### src/rtl/sram_frame_reader.sv
// Streams one frame of packed 8-bit pixels (4 per 32-bit word) out of SRAM through the
// arbiter's R1 read port, with credit-limited reads in flight and a ready/valid pixel output.
module sram_frame_reader #(
  parameter int unsigned N_PIXEL     = 480000,
  parameter logic [17:0] FRAME0_BASE = 18'h00000,
  parameter logic [17:0] FRAME1_BASE = 18'h20000,
  parameter int unsigned FIFO_DEPTH  = 8
) (
  input  logic        clk_i,
  input  logic        rst_ni,
  input  logic        frame_sel_i,
  input  logic        start_i,
  output logic        start_ack_o,
  output logic        done_o,
  input  logic        done_ack_i,
  output logic [17:0] addr_o,
  output logic        addr_valid_o,
  input  logic        addr_ready_i,
  input  logic [31:0] data_i,
  input  logic        data_valid_i,
  output logic        data_ready_o,
  output logic [7:0]  pixel_o,
  output logic        pixel_valid_o,
  input  logic        pixel_ready_i
);

  localparam int unsigned NWORDS = N_PIXEL / 4;
  localparam int unsigned CW     = $clog2(NWORDS + 1);
  localparam int unsigned EW     = $clog2(N_PIXEL + 1);
  localparam int unsigned OW     = $clog2(FIFO_DEPTH + 1);
  localparam int unsigned PW     = $clog2(FIFO_DEPTH);

  localparam logic [CW-1:0] NWordsC  = CW'(NWORDS);
  localparam logic [EW-1:0] LastPixC = EW'(N_PIXEL - 1);
  localparam logic [OW-1:0] DepthC   = OW'(FIFO_DEPTH);

  localparam logic [1:0] StIdle  = 2'd0;
  localparam logic [1:0] StFetch = 2'd1;
  localparam logic [1:0] StDrain = 2'd2;
  localparam logic [1:0] StDone  = 2'd3;

  logic [1:0]    state_q, state_d;
  logic [17:0]   base_q, base_d;
  logic [CW-1:0] issued_q, issued_d;
  logic [CW-1:0] received_q, received_d;
  logic [EW-1:0] emitted_q, emitted_d;
  logic [OW-1:0] outst_q, outst_d;
  logic [OW-1:0] cnt_q, cnt_d;
  logic [PW-1:0] wr_ptr_q, wr_ptr_d;
  logic [PW-1:0] rd_ptr_q, rd_ptr_d;
  logic [1:0]    sel_q, sel_d;
  logic [7:0]    pixel_q, pixel_d;
  logic          pixel_valid_q, pixel_valid_d;
  logic          start_ack_q, start_ack_d;
  logic          data_ready_q;
  logic [31:0]   mem_q [FIFO_DEPTH];

  logic        busy, issue, push, consume, pop;
  logic [31:0] head_word, next_word;

  function automatic logic [7:0] byte_of(input logic [31:0] w, input logic [1:0] s);
    logic [7:0] b;
    unique case (s)
      2'd0:    b = w[7:0];
      2'd1:    b = w[15:8];
      2'd2:    b = w[23:16];
      default: b = w[31:24];
    endcase
    return b;
  endfunction

  assign busy         = (state_q == StFetch) || (state_q == StDrain);
  // Outstanding count covers issued-but-unpopped words, so each accepted read owns a FIFO slot.
  assign addr_valid_o = (state_q == StFetch) && (issued_q < NWordsC) && (outst_q < DepthC);
  assign issue        = addr_valid_o && addr_ready_i;
  assign push         = data_valid_i && busy && (received_q < NWordsC);
  assign consume      = pixel_valid_q && pixel_ready_i;
  assign pop          = consume && (sel_q == 2'd3);
  assign head_word    = mem_q[rd_ptr_q];
  assign next_word    = mem_q[rd_ptr_q + PW'(1)];

  always_comb begin
    state_d       = state_q;
    base_d        = base_q;
    issued_d      = issued_q;
    received_d    = received_q;
    emitted_d     = emitted_q;
    wr_ptr_d      = wr_ptr_q;
    rd_ptr_d      = rd_ptr_q;
    sel_d         = sel_q;
    pixel_d       = pixel_q;
    pixel_valid_d = pixel_valid_q;
    start_ack_d   = 1'b0;

    if (issue) issued_d = issued_q + CW'(1);
    if (push) begin
      received_d = received_q + CW'(1);
      wr_ptr_d   = wr_ptr_q + PW'(1);
    end
    if (pop) rd_ptr_d = rd_ptr_q + PW'(1);
    cnt_d   = cnt_q + OW'(push) - OW'(pop);
    outst_d = outst_q + OW'(issue) - OW'(pop);

    // The output register always mirrors head[sel]; crossing a word boundary reads the
    // following FIFO entry directly so consecutive words stream without a bubble.
    if (consume) begin
      emitted_d = emitted_q + EW'(1);
      if (sel_q == 2'd3) begin
        sel_d         = 2'd0;
        pixel_valid_d = (cnt_q > OW'(1));
        if (cnt_q > OW'(1)) pixel_d = next_word[7:0];
      end else begin
        sel_d   = sel_q + 2'd1;
        pixel_d = byte_of(head_word, sel_q + 2'd1);
      end
    end else if (!pixel_valid_q && (cnt_q != '0)) begin
      pixel_d       = byte_of(head_word, sel_q);
      pixel_valid_d = 1'b1;
    end

    case (state_q)
      StIdle: begin
        if (start_i) begin
          state_d       = StFetch;
          start_ack_d   = 1'b1;
          base_d        = frame_sel_i ? FRAME1_BASE : FRAME0_BASE;
          issued_d      = '0;
          received_d    = '0;
          emitted_d     = '0;
          outst_d       = '0;
          cnt_d         = '0;
          wr_ptr_d      = '0;
          rd_ptr_d      = '0;
          sel_d         = 2'd0;
          pixel_valid_d = 1'b0;
        end
      end
      StFetch: if (issued_d == NWordsC) state_d = StDrain;
      StDrain: if (consume && (emitted_q == LastPixC)) state_d = StDone;
      default: if (done_ack_i) state_d = StIdle;
    endcase
  end

  always_ff @(posedge clk_i or negedge rst_ni) begin
    if (!rst_ni) begin
      state_q       <= StIdle;
      base_q        <= '0;
      issued_q      <= '0;
      received_q    <= '0;
      emitted_q     <= '0;
      outst_q       <= '0;
      cnt_q         <= '0;
      wr_ptr_q      <= '0;
      rd_ptr_q      <= '0;
      sel_q         <= 2'd0;
      pixel_q       <= '0;
      pixel_valid_q <= 1'b0;
      start_ack_q   <= 1'b0;
      data_ready_q  <= 1'b0;
    end else begin
      state_q       <= state_d;
      base_q        <= base_d;
      issued_q      <= issued_d;
      received_q    <= received_d;
      emitted_q     <= emitted_d;
      outst_q       <= outst_d;
      cnt_q         <= cnt_d;
      wr_ptr_q      <= wr_ptr_d;
      rd_ptr_q      <= rd_ptr_d;
      sel_q         <= sel_d;
      pixel_q       <= pixel_d;
      pixel_valid_q <= pixel_valid_d;
      start_ack_q   <= start_ack_d;
      data_ready_q  <= 1'b1;
    end
  end

  always_ff @(posedge clk_i) begin
    if (push) mem_q[wr_ptr_q] <= data_i;
  end

  assign start_ack_o   = start_ack_q;
  assign done_o        = (state_q == StDone);
  assign addr_o        = (state_q == StFetch) ? base_q + 18'(issued_q) : '0;
  assign data_ready_o  = data_ready_q;
  assign pixel_o       = pixel_q;
  assign pixel_valid_o = pixel_valid_q;

endmodule
### config.mk
export PLATFORM = sky130hd
export DESIGN_NAME = sram_frame_reader
export DESIGN_NICKNAME = d
export VERILOG_FILES = /design/src/rtl/sram_frame_reader.sv
export SDC_FILE = /design/constraint.sdc
export NUM_CORES = 1
export LEC_CHECK = 0
export CAP_MARGIN = 10
export CELL_PAD_IN_SITES_DETAIL_PLACEMENT = 1
export CELL_PAD_IN_SITES_GLOBAL_PLACEMENT = 2
export CORE_ASPECT_RATIO = 0.8
export CORE_UTILIZATION = 40
export DETAILED_ROUTE_END_ITERATION = 8
export MAX_ROUTING_LAYER = met4
export PLACE_DENSITY = 0.78
export SYNTH_ARGS = -nofsm -noshare
export SYNTH_HDL_FRONTEND = slang
export SYNTH_SLANG_ARGS = --single-unit
### constraint.sdc
create_clock -name clk_i -period 5.6 [get_ports clk_i]
set_input_delay 1.12 -clock clk_i [delete_from_list [all_inputs] [get_ports clk_i]]
set_output_delay 1.12 -clock clk_i [all_outputs]
set_load 0.005 [all_outputs]
==> impl_metrics.py <==
metrics = {
    "critical_path": {
        "crit_path_start_kind": "register",
        "cp_data_required_time_ps": 4480,
        "path_class": "register to primary output",
        "endpoint_kind": "primary output",
        "cp_max_fo": 8,
        "critPathArrivalTime_ps": 2550,
    },
    "floorplanning": {
        "pin_count": 71,
        "die_w_um": 220,
        "die_area_um2": 38700,
        "initial_core_util_pct": 40.7,
        "num_rows": 63,
        "fp.dieH_um": 176,
        "core_area_um2": 37200,
    },
    "routing": {
        "vias_per_cell": 5.51,
        "antenna_left": 0,
        "routed-via-count": 8650,
        "finalWirelength_mm": 35.2,
        "drt-initial-drc-count": 636,
        "drc_errors": 10,
        "drt-pass1-iter-count": 6,
        "post_drt_wl_per_cell_um": 22.4,
    },
    "logic_synthesis": {
        "synth-warning-count": 0,
        "synth_cell_types": 60,
        "synthesis.area_um2": 15200,
        "syn_avg_cell_area_um2": 15.5,
        "synthArstFlopShare_pct": 24.5,
        "synth_edf_count": 256,
        "ys_seq_area_share_pct": 64.4,
        "synth-seq-cells": 339,
        "syn_nets": 1043,
        "synth_ff_type": "edfxtp_1",
        "syn-instance-count": 977,
    },
    "global_routing": {
        "grt_use_met3_pct": 3.82,
        "grt_pass1_vias": 9341,
        "track_usage_pct": 19.5,
        "grt.met2_usage_pct": 29.4,
        "grt_pass1_wl_mm": 55.4,
        "met1_usage_pct": 27.1,
        "grt_overflow": 0,
        "antenna_found_initial": 0,
        "grt_max_degree": 66,
        "busiest_layer": "met2",
    },
    "placement": {
        "dp.cells": 1501,
        "post-dp-hpwl_mm": 22.1,
        "dpl_worst_slack_ps": 1860,
        "gp_congestion": 0.769,
        "portBuffers": 70,
        "dpl_cell_area_um2": 16400,
    },
    "clock_tree": {
        "numCtsBuffers": 37,
        "cts_setup_buffers": 0,
        "cts_tree": "done",
        "cts.repair.resized": 0,
        "clkTransAtPathRegs_ps": 60,
        "root_buffer": "clkbuf_16",
        "cts.sinks": 339,
        "clk-insertion-delay-late_ps": 530,
        "cts-hold-fix-buffers": 0,
        "cts-htree-levels": 2,
        "ctsLongestPathBuffers": 3,
    },
    "timing": {
        "relSlewSlack_pct": 25.1,
        "tns_ps": 0,
        "max_slew.worst_pin.slew_ps": 1100,
        "drv_slew": 0,
        "fin_crit_sh_pct": 65.5,
        "fin_ws_ps": 1930,
        "skew_ps": 13.9,
        "rsz0062_at_grt": "false",
        "setup_viol_count_final": 0,
        "fin_crit_ps": 3670,
        "finalHoldViolations": 0,
        "fmax_ghz": 0.272,
    },
    "final_layout": {
        "finish.utilization_pct": 47.5,
        "areaGrowthSynthToFinish_pct": 16.7,
        "instances_no_fill": 1569,
        "fin_nets": 1119,
        "diodes": 0,
        "final_cell_area_um2": 17700,
        "drive_gt1_share_pct": 19.4,
    },
    "outcome": {
        "status": "complete, but fails checks",
        "violations": "design-rule violations",
    },
    "min_path": {
        "hp-class": "register to register",
    },
    "pwr": {
        "p_per_area_nw_per_um2": 502,
        "vdd_drop_max_mv": 0.319,
        "p_leak_nw": 6.23,
    },
    "flow_run": {
        "cap_violations": 0,
    },
}
[placed cells by master, fill, tap and decap left out, drive strengths merged, types with 3 or more instances in the layout]
master | synthesis | routed
nand2 | 88 | 88
nor4b | 3 | 3
xor2 | 31 | 31
clkdlybuf4s50 | 0 | 69
clkinvlp | 0 | 3
nand3 | 24 | 24
a21oi | 19 | 19
and4 | 5 | 5
nand4 | 13 | 13
nor4 | 5 | 5
or3 | 9 | 9
nor3 | 7 | 7
a22o | 3 | 3
mux2i | 19 | 19
dfrtp | 83 | 83
mux2 | 26 | 26
ha | 24 | 24
clkinv | 0 | 11
buf | 17 | 19
inv | 22 | 23
nor3b | 3 | 3
o21ai | 11 | 11
bufinv | 0 | 4
clkbuf | 34 | 49
edfxtp | 256 | 256
mux4 | 80 | 80
a22oi | 8 | 8
a21o | 4 | 4
a32oi | 18 | 18
xnor2 | 21 | 21
nor2 | 71 | 71
nor2b | 8 | 8
a222oi | 8 | 8
and3 | 10 | 10
and2 | 21 | 21
a2bb2oi | 3 | 3
[path summary, 6_finish.rpt]
kind                                   from       endpoint  slack (ps)  cells past startpoint
worst max-delay path            issued_q[6]   addr_valid_o        1930                      4
worst min-delay path             base_q[17]     base_q[17]         500                      1
worst max register to register  rd_ptr_q[0]     pixel_o[6]        2120                      6
worst min register to register   base_q[17]     base_q[17]         500                      1
max in group asynchronous            rst_ni  received_q[4]        4010                      2
min in group asynchronous            rst_ni   issued_q[15]         550                      1
[per-stage QoR]
| stage | hold WS (ps) | power [mW] |
|---|---|---|
| floorplan | 456 | 5.48 |
| finish | 504 | 8.87 |
| CTS | 507 | 8.98 |
| global route | 533 | 9.34 |
| global placement | 488 | 6.37 |
| detailed placement | 494 | 6.46 |
[state kept, by name, summed over array words and instances (netlist names)]
register	count
base_q	1
cnt_q	4
data_ready_o	1
emitted_q	19
issued_q	17
mem_q	256
outst_q	4
pixel_o	8
pixel_valid_o	1
rd_ptr_q	3
received_q	17
sel_q	2
start_ack_o	1
state_q	2
wr_ptr_q	3
[layout make-up]
| cell class | instances | area, um^2 |
|---|---|---|
| clock buffer | 49 | 1030 |
| clock inverter | 19 | 203 |
| fill | 3615 | 19500 |
| inverter | 22 | 87.6 |
| multi-input combinational | 565 | 5140 |
| sequential | 339 | 9770 |
| tap | 487 | 609 |
| timing repair buffer | 88 | 833 |
[synth_stat cells (all sizes together), types with 9 or more instances]
cell | instances | share of area (%)
nand3 | 24 | 0.79
mux2 | 26 | 1.9
xnor2 | 21 | 1.2
a21oi | 19 | 0.65
dfrtp | 83 | 14
nor2 | 71 | 1.9
xor2 | 31 | 1.8
mux2i | 19 | 1.3
inv | 22 | 0.58
or3 | 9 | 0.37
edfxtp | 256 | 51
nand4 | 13 | 0.54
o21ai | 11 | 0.36
nand2 | 88 | 2.2
clkbuf | 34 | 0.85
mux4 | 80 | 12
ha | 24 | 2.0
a32oi | 18 | 1.0
and2 | 21 | 0.92
buf | 17 | 0.50
and3 | 10 | 0.41
[power by group]
part	leakage (nW)	switching [mW]	total (mW)	internal [mW]
registers	3.38	0.395	3.55	3.15
logic	2.25	1.47	2.85	1.37
clock network	0.602	0.993	2.48	1.49
[critical path, cell delays in order (launching register included)]
cell,delay [ps]
dfrtp_1,490
a2111oi_2,570
nor4_4,130
nor4_1,270
clkdlybuf4s50_1,560
[logic make-up (layout without fill, tap and decap cells)]
group / after synthesis / count (layout) / share of synthesized area (%)
AO/OA/AOI/OAI: 84 / 84 / 4.11
AND/OR/NAND/NOR: 277 / 277 / 9.17
multiplexers: 125 / 125 / 15.1
adder cells (fa/ha/maj): 26 / 26 / 2.25
flip-flops: 339 / 339 / 64.4
other: 1 / 1 / 0.0247
buffers and inverters: 73 / 178 / 1.92
XOR/XNOR: 52 / 52 / 3.01
[per-layer routing]
| layer | share of wire, % | wire, um | up-vias |
|---|---|---|---|
| li1 | - | - | 3922 |
| met1 | 47 | 16400 | 4457 |
| met2 | 46 | 16000 | 206 |
| met3 | 5.7 | 2020 | 65 |
| met4 | 2.1 | 735 | 0 |
| met5 | 0 | 0 | - |
Power figures use the tool's default switching activity.
